--- src/rtl/instr_mem_loadable.sv ---
// Loadable instruction memory: EMPTY/LOAD/RUN sequencer with a one-cycle registered fetch port.
// Define IMEM_PARITY_EN to store and check one even-parity bit per word.
module instr_mem_loadable #(
  parameter int                DATA_W   = 8,
  parameter int                ADDR_W   = 8,
  parameter int                DEPTH    = 25,
  parameter logic [DATA_W-1:0] NOP_WORD = '0
) (
  input  logic              clk,
  input  logic              rst,
  input  logic              load_en,
  input  logic              load_we,
  input  logic [ADDR_W-1:0] load_addr,
  input  logic [DATA_W-1:0] load_data,
  input  logic              load_done,
  output logic              load_err,
  output logic [ADDR_W:0]   load_count,
  input  logic              fetch_req,
  input  logic [ADDR_W-1:0] fetch_addr,
  output logic              fetch_ready,
  output logic [DATA_W-1:0] instr,
  output logic              instr_valid,
  output logic              addr_fault,
  output logic              parity_err,
  output logic              busy
);

  // state   | meaning
  // S_EMPTY | after reset, no program accepted yet
  // S_LOAD  | program writes accepted, fetches blocked
  // S_RUN   | fetches served, writes ignored
  typedef enum logic [1:0] {S_EMPTY, S_LOAD, S_RUN} state_t;

  localparam int              IDX_W   = (DEPTH > 1) ? $clog2(DEPTH) : 1;
  localparam logic [ADDR_W:0] DEPTH_L = (ADDR_W+1)'(DEPTH);

  state_t state_q, state_d;

  logic [DATA_W-1:0] mem_q [DEPTH];
  logic [DATA_W-1:0] instr_q, instr_d;
  logic              valid_q, fault_q, par_err_q, load_err_q;
  logic [ADDR_W:0]   count_q, count_d;

  logic              wr_in_range, rd_in_range;
  logic              wr_en, wr_bad, fetch_acc, enter_load, par_bad;
  logic [IDX_W-1:0]  wr_idx, rd_idx;

  assign wr_in_range = {1'b0, load_addr}  < DEPTH_L;
  assign rd_in_range = {1'b0, fetch_addr} < DEPTH_L;
  assign wr_idx      = load_addr[IDX_W-1:0];
  assign rd_idx      = fetch_addr[IDX_W-1:0];
  assign wr_en       = !rst && (state_q == S_LOAD) && load_we && wr_in_range;
  assign wr_bad      = (state_q == S_LOAD) && load_we && !wr_in_range;
  assign fetch_acc   = fetch_req && fetch_ready;
  assign enter_load  = (state_q != S_LOAD) && (state_d == S_LOAD);

  // FSM: state register
  always_ff @(posedge clk) begin
    if (rst) state_q <= S_EMPTY;
    else     state_q <= state_d;
  end

  // FSM: next state
  always_comb begin
    state_d = state_q;
    unique case (state_q)
      S_EMPTY: if (load_en)   state_d = S_LOAD;
      S_LOAD:  if (load_done) state_d = S_RUN;
      S_RUN:   if (load_en)   state_d = S_LOAD;
      default:                state_d = S_EMPTY;
    endcase
  end

  // FSM: outputs
  always_comb begin
    busy        = (state_q != S_RUN);
    fetch_ready = (state_q == S_RUN) && !load_en;
  end

  // Storage is deliberately not reset so a program survives rst.
  always_ff @(posedge clk) begin
    if (wr_en) mem_q[wr_idx] <= load_data;
  end

`ifdef IMEM_PARITY_EN
  logic par_q [DEPTH];

  always_ff @(posedge clk) begin
    if (wr_en) par_q[wr_idx] <= ^load_data;
  end

  assign par_bad = rd_in_range && ((^mem_q[rd_idx]) != par_q[rd_idx]);
`else
  assign par_bad = 1'b0;
`endif

  always_comb begin
    instr_d = instr_q;
    if (fetch_acc) instr_d = rd_in_range ? mem_q[rd_idx] : NOP_WORD;
    count_d = count_q;
    if (enter_load)                  count_d = '0;
    else if (wr_en && count_q != '1) count_d = count_q + 1'b1;
  end

  always_ff @(posedge clk) begin
    if (rst) begin
      instr_q    <= NOP_WORD;
      valid_q    <= 1'b0;
      fault_q    <= 1'b0;
      par_err_q  <= 1'b0;
      load_err_q <= 1'b0;
      count_q    <= '0;
    end else begin
      instr_q    <= instr_d;
      valid_q    <= fetch_acc;
      fault_q    <= fetch_acc && !rd_in_range;
      par_err_q  <= fetch_acc && par_bad;
      load_err_q <= wr_bad;
      count_q    <= count_d;
    end
  end

  assign instr       = instr_q;
  assign instr_valid = valid_q;
  assign addr_fault  = fault_q;
  assign parity_err  = par_err_q;
  assign load_err    = load_err_q;
  assign load_count  = count_q;

endmodule

--- config.mk ---
export PLATFORM = sky130hd
export DESIGN_NAME = instr_mem_loadable
export DESIGN_NICKNAME = d
export VERILOG_FILES = /design/src/rtl/instr_mem_loadable.sv
export SDC_FILE = /design/constraint.sdc
export NUM_CORES = 1
export LEC_CHECK = 0
export ABC_CLOCK_PERIOD_IN_PS = 3400
export CORE_ASPECT_RATIO = 0.9
export CORE_MARGIN = 2
export CORE_UTILIZATION = 59
export CTS_CLUSTER_DIAMETER = 120
export DETAILED_ROUTE_END_ITERATION = 10
export PLACE_DENSITY = 0.83
export SYNTH_ARGS = -nofsm -noshare
export SYNTH_HDL_FRONTEND = slang
export SYNTH_SLANG_ARGS = --single-unit
--- constraint.sdc ---
create_clock -name clk -period 3.4 [get_ports clk]
set_input_delay 1.02 -clock clk [delete_from_list [all_inputs] [get_ports clk]]
set_output_delay 1.02 -clock clk [all_outputs]
set_load 0.005 [all_outputs]
== Word-level counts from Yosys, hierarchy flattened ==
Memory sizes are Yosys's and may differ from the RTL's.
Cells that the tools add are included.

* Add/subtract/negate cells: 1
* $lt $le $gt $ge: 2
* Equal/unequal tests: 6
* Muxes and demuxes: 6
* Reduce and logical (&&, ||, !) cells: 17

{| class="wikitable"
|+ Operators by type and width
! operator !! number
|-
| < comparator 8 x 5 -> 1 bit, second input constant || 2
|-
| logical AND 1 bit || 10
|-
| adder 9 x 1 -> 9 bit, second input constant || 1
|-
| != test 9 bit, second input constant || 1
|-
| 2-to-1 mux 8 bit || 1
|-
| == test 2 x 1 -> 1 bit, second input constant || 2
|-
| logical NOT 1 bit || 4
|-
| 2-to-1 mux 2 bit || 2
|-
| one-hot mux 2 bit (2 select lines) || 1
|-
| OR reduction 2 bit || 2
|-
| == test 2 bit, second input constant || 1
|-
| logical NOT 2 bit || 1
|-
| 2-to-1 mux 1 bit || 2
|-
| != test 2 x 1 -> 1 bit, second input constant || 1
|-
| != test 2 bit, second input constant || 1
|}

* Register bits after elaboration: 22
* RAM bits: 200
* Bits of input ports: 30
* Output and inout port bits: 23
* Word-level logic and storage cells: 39
* Memories: 1

{| class="wikitable"
|+ Memory list
! name !! depth !! bits a word !! rd ports !! clocked after memory_dff !! wr ports !! line !! text
|-
| mem_q || 25 || 8 || 1 || 0 || 1 || 39 || <nowiki>logic [DATA_W-1:0] mem_q [DEPTH];</nowiki>
|}

== Depth between registers and ports, before layout ==
* Word-level depth: 6
* Mapped depth: 7
* Mapped depth without buffers: 6

== Least setup slack after synthesis ==
OpenSTA, ideal clock, no wires.

* Path type: input to register
* From: input port load_addr[6]
* To: memory mem_q[17][0] (enable)
* Setup time: 0.370 ns
* Arrival: 2.361 ns
* Data required time: 3.030 ns
* Setup slack: 0.669 ns
* Stages: 4
* Buffers on the path: 0
* Cells stage by stage: or3_1 nor3_1 nand3b_1 nor2_1

* Longest elaborated chain between the ends: 4

{| class="wikitable"
|+ Ends and longest elaborated chain
! item !! line !! text
|-
| start, declared || 13 || <nowiki>input logic [ADDR_W-1:0] load_addr,</nowiki>
|-
| < comparator 8 x 5 -> 1 bit || 48 || <nowiki>assign wr_in_range = {1'b0, load_addr} < DEPTH_L;</nowiki>
|-
| logical AND 1 bit || 52 || <nowiki>assign wr_en = !rst && (state_q == S_LOAD) && load_we && wr_in_range;</nowiki>
|-
| 2-to-1 mux 1 bit || 82 || <nowiki>if (wr_en) mem_q[wr_idx] <= load_data;</nowiki>
|-
| 2-to-1 mux 1 bit (not written as such) || 82 ||
|-
| end, declared || 39 ||
|}

Every way passes these cells.

== Worst setup path after layout ==
* From: input port load_en
* To: output port fetch_ready

* Longest elaborated chain between the ends: 2

{| class="wikitable"
|+ Ends and longest elaborated chain
! item !! line !! text
|-
| start, declared || 11 || <nowiki>input logic load_en,</nowiki>
|-
| logical NOT 1 bit || 77 || <nowiki>fetch_ready = (state_q == S_RUN) && !load_en;</nowiki>
|-
| logical AND 1 bit || 77 ||
|-
| end, declared || 20 || <nowiki>output logic fetch_ready,</nowiki>
|}

Every way passes these cells.

==> summary.txt <==
post-route cell area -> 0.01046 mm2
RR Startpoint -> state_q[1]$_SDFF_PP0_
H-tree levels -> 1
Multi-input gate area -> 0.002253 mm2
Overall Global Routing Usage -> 24.79%
vias in the first global route -> 5218
Worst path top cell family by delay -> buffers and inverters
arrival time worst endpoint -> 2.15 ns
fin cells -> 846
clk buf depth -> 3
Storage cell area -> 0.006446 mm2
Inst Count DP -> 811
CTS root buffer -> clkbuf_16
TritonCTS clock tree -> built
DIE AREA -> 0.01597 mm2
RSZ-0062 raised after global routing -> no
Worst slew margin -> 28.67%
FP Rows -> 42
DR vias/cell -> 6.090
Worst setup SP type -> input pin
final-stage net count -> 668
Final min period -> 3.174 ns
commonest non-fill, non-tap cell in the layout -> edfxtp_1
core box area -> 0.01466 mm2
cts hold-fix bufs -> 0
max-cap viol count -> 0
Most Frequent Cell on Critical Path -> clkdlybuf4s50_1
Post-synth top flop -> edfxtp_1
IO Count -> 53
GR Overflow Total -> 0
worst vdd ir -> 497.7 uV
Worst-path clk slew -> 0.06 ns
Final Max Tran Viols -> 0
worst hold margin -> 0.4883 ns
setup repair bufs after CTS -> 0
final hold viol count -> 0
port bufs -> 51
PD cells -> 519.7 mW/mm2
later-pin clock latency in the skew report -> 0.49 ns
die width -> 133.0 um
commonest cells after routing, fill and taps aside -> edfxtp_1 (200), mux2i_1 (56), clkdlybuf4s50_1 (49), buf_4 (46), a22oi_1 (34)
WS Path Type -> in2out
slowest cell on the critical path -> clkdlybuf4s50_1
R2R setup slack -> 1.16 ns
DRC -> 0
Die H -> 120.1 um
status -> finished clean
DRT Pass-1 Iters -> 5
post-route antenna net violation count -> 0
Gates resized, CTS repair -> 0
initial antenna violation count -> 0
final period utilization -> 93.34%
Reg-to-Reg End -> mem_q[1][2]$_DFFE_PP_
number of distinct library cells after synthesis -> 44
# setup viols final -> 0
worst-path maximum fanout -> 3
final clock skew -> 0.01370 ns
GP Congestion -> 0.8765
layout cells sized above 1 -> 16.05%
Synthesized Nets -> 573
cell area after synthesis -> 0.008837 mm2
final HPWL from detailed placement -> 12190 um
syn avg cell area -> 16.33 um2
hold_sp -> load_count[8]$_SDFFE_PP0P_
hold endpoint -> load_count[8]$_SDFFE_PP0P_
Worst Max-Slew Pin Slew -> 1.068 ns
Mapped Cells -> 541
crit path capture type -> output pin
initial core utilization -> 60.27%
TNS Setup -> 0 ns
first-pass GRT wire length -> 29500 um
CP peak stage delay -> 0.52 ns
wire per inst -> 22.62 um
total vias in the final route -> 5152
Detailed Route WL -> 19130 um
WP buf/inv -> 2
leakage power -> 3.514 nW
hold path cells -> 2
starting DRC count in detailed routing -> 549
Area Growth Syn to Fin -> 18.33%
reg2reg path depth -> 5
worst-path cell chain -> clkdlybuf4s50_1 -> nor2_1 -> clkdlybuf4s50_1
clk sinks -> 222
fmax -> 315.1 MHz
FF+latch count, synth -> 222
post-synthesis sequential area ratio -> 72.94%
Worst EP required -> 2.38 ns
number of synthesized flops with an enable pin -> 200
Hold Crit Class -> reg2reg
asr flop ratio synth -> 0%
pin count of the biggest net entering global routing -> 27
fillers -> 900
DP Area -> 0.009824 mm2
Synth warnings -> 0
total CTS buffers -> 21
antenna cells -> 0
Final Power -> 5.434 mW
-- stage by stage --
stage | setup slack, ns | utilization (%)
final | 0.2263 | 71.33
after global routing | 0.1848 | 71.33
after CTS | 0.2246 | 71.33
after detailed placement | -0.1164 | 67.01
after global placement | 0.02163 | 67.01
after floorplan | 0.6686 | -
-- flip-flops by register name, summed over array words and instances (netlist names) --
register     count
mem_q          200
load_count       9
instr            8
state_q          2
addr_fault       1
instr_valid      1
load_err         1
-- worst max path at each step --
stage / depth (start not counted) / start / to / slack (ns)
floorplan: 4 / load_addr[6] / mem_q[17][0]$_DFFE_PP_ / 0.67
global placement: 5 / fetch_addr[2] / instr[7]$_SDFFE_PP0N_ / 0.02
detailed placement: 6 / load_addr[0] / mem_q[17][6]$_DFFE_PP_ / -0.12
CTS: 3 / load_en / fetch_ready / 0.22
global route: 3 / load_en / fetch_ready / 0.18
finish: 3 / load_en / fetch_ready / 0.23
-- logic make-up (layout without fill, tap and decap cells) --
group / count (synthesis) / count (layout) / share of synthesized area (%)
flip-flops: 222 / 222 / 72.94
AND/OR/NAND/NOR: 128 / 128 / 7.589
multiplexers: 80 / 80 / 11.44
AO/OA/AOI/OAI: 78 / 78 / 6.046
buffers and inverters: 29 / 136 / 1.557
adder cells (fa/ha/maj): 2 / 2 / 0.2831
other: 1 / 1 / 0.04243
XOR/XNOR: 1 / 1 / 0.09913
-- worst reg2reg max path, cell delays in order (launching register included) --
cell	delay (ns)
dfxtp_1	0.33
nand4bb_1	0.30
nor3_1	0.48
nand3b_1	0.42
nor2_1	0.23
buf_4	0.19
-- where the power goes --
part	total, mW	internal, mW	switching, mW
clock network	2.18	1.27	0.910
logic	0.277	0.115	0.162
registers	2.97	2.97	0.00180
total	5.43	4.36	1.07
-- Yosys cell counts (all sizes together), types with 8 or more instances --
library cell    n  area share (%)
mux2            8             1.0
a21oi          20             1.1
buf            17             1.0
edfxtp        200              68
and3            9            0.64
nor2           33             1.4
a22oi          34             2.9
clkbuf          9            0.38
nand2          22            0.93
nand3          25             1.4
mux4           16             4.1
mux2i          56             6.3
dfxtp          22             5.0
-- routing by layer --
| layer | global-route usage [%] | part of all wire [%] | vias up | wire length [um] |
|---|---|---|---|---|
| li1 | - | - | 2323 | - |
| met1 | 33.91 | 40 | 2504 | 7564 |
| met2 | 40.03 | 48 | 269 | 9226 |
| met3 | 5.070 | 8.8 | 54 | 1678 |
| met4 | 8.468 | 3.1 | 2 | 596 |
| met5 | 3.268 | 0.36 | - | 68 |
-- area by class of cell --
cell class,count,area share [%]
clock buffers,25,5.169
clock inverters,10,0.8854
inverters,3,0.1077
multi-input cells,290,21.55
flip-flops and latches,222,61.64
well taps,198,2.369
repair buffers,98,8.280
Power figures use the tool's default switching activity.
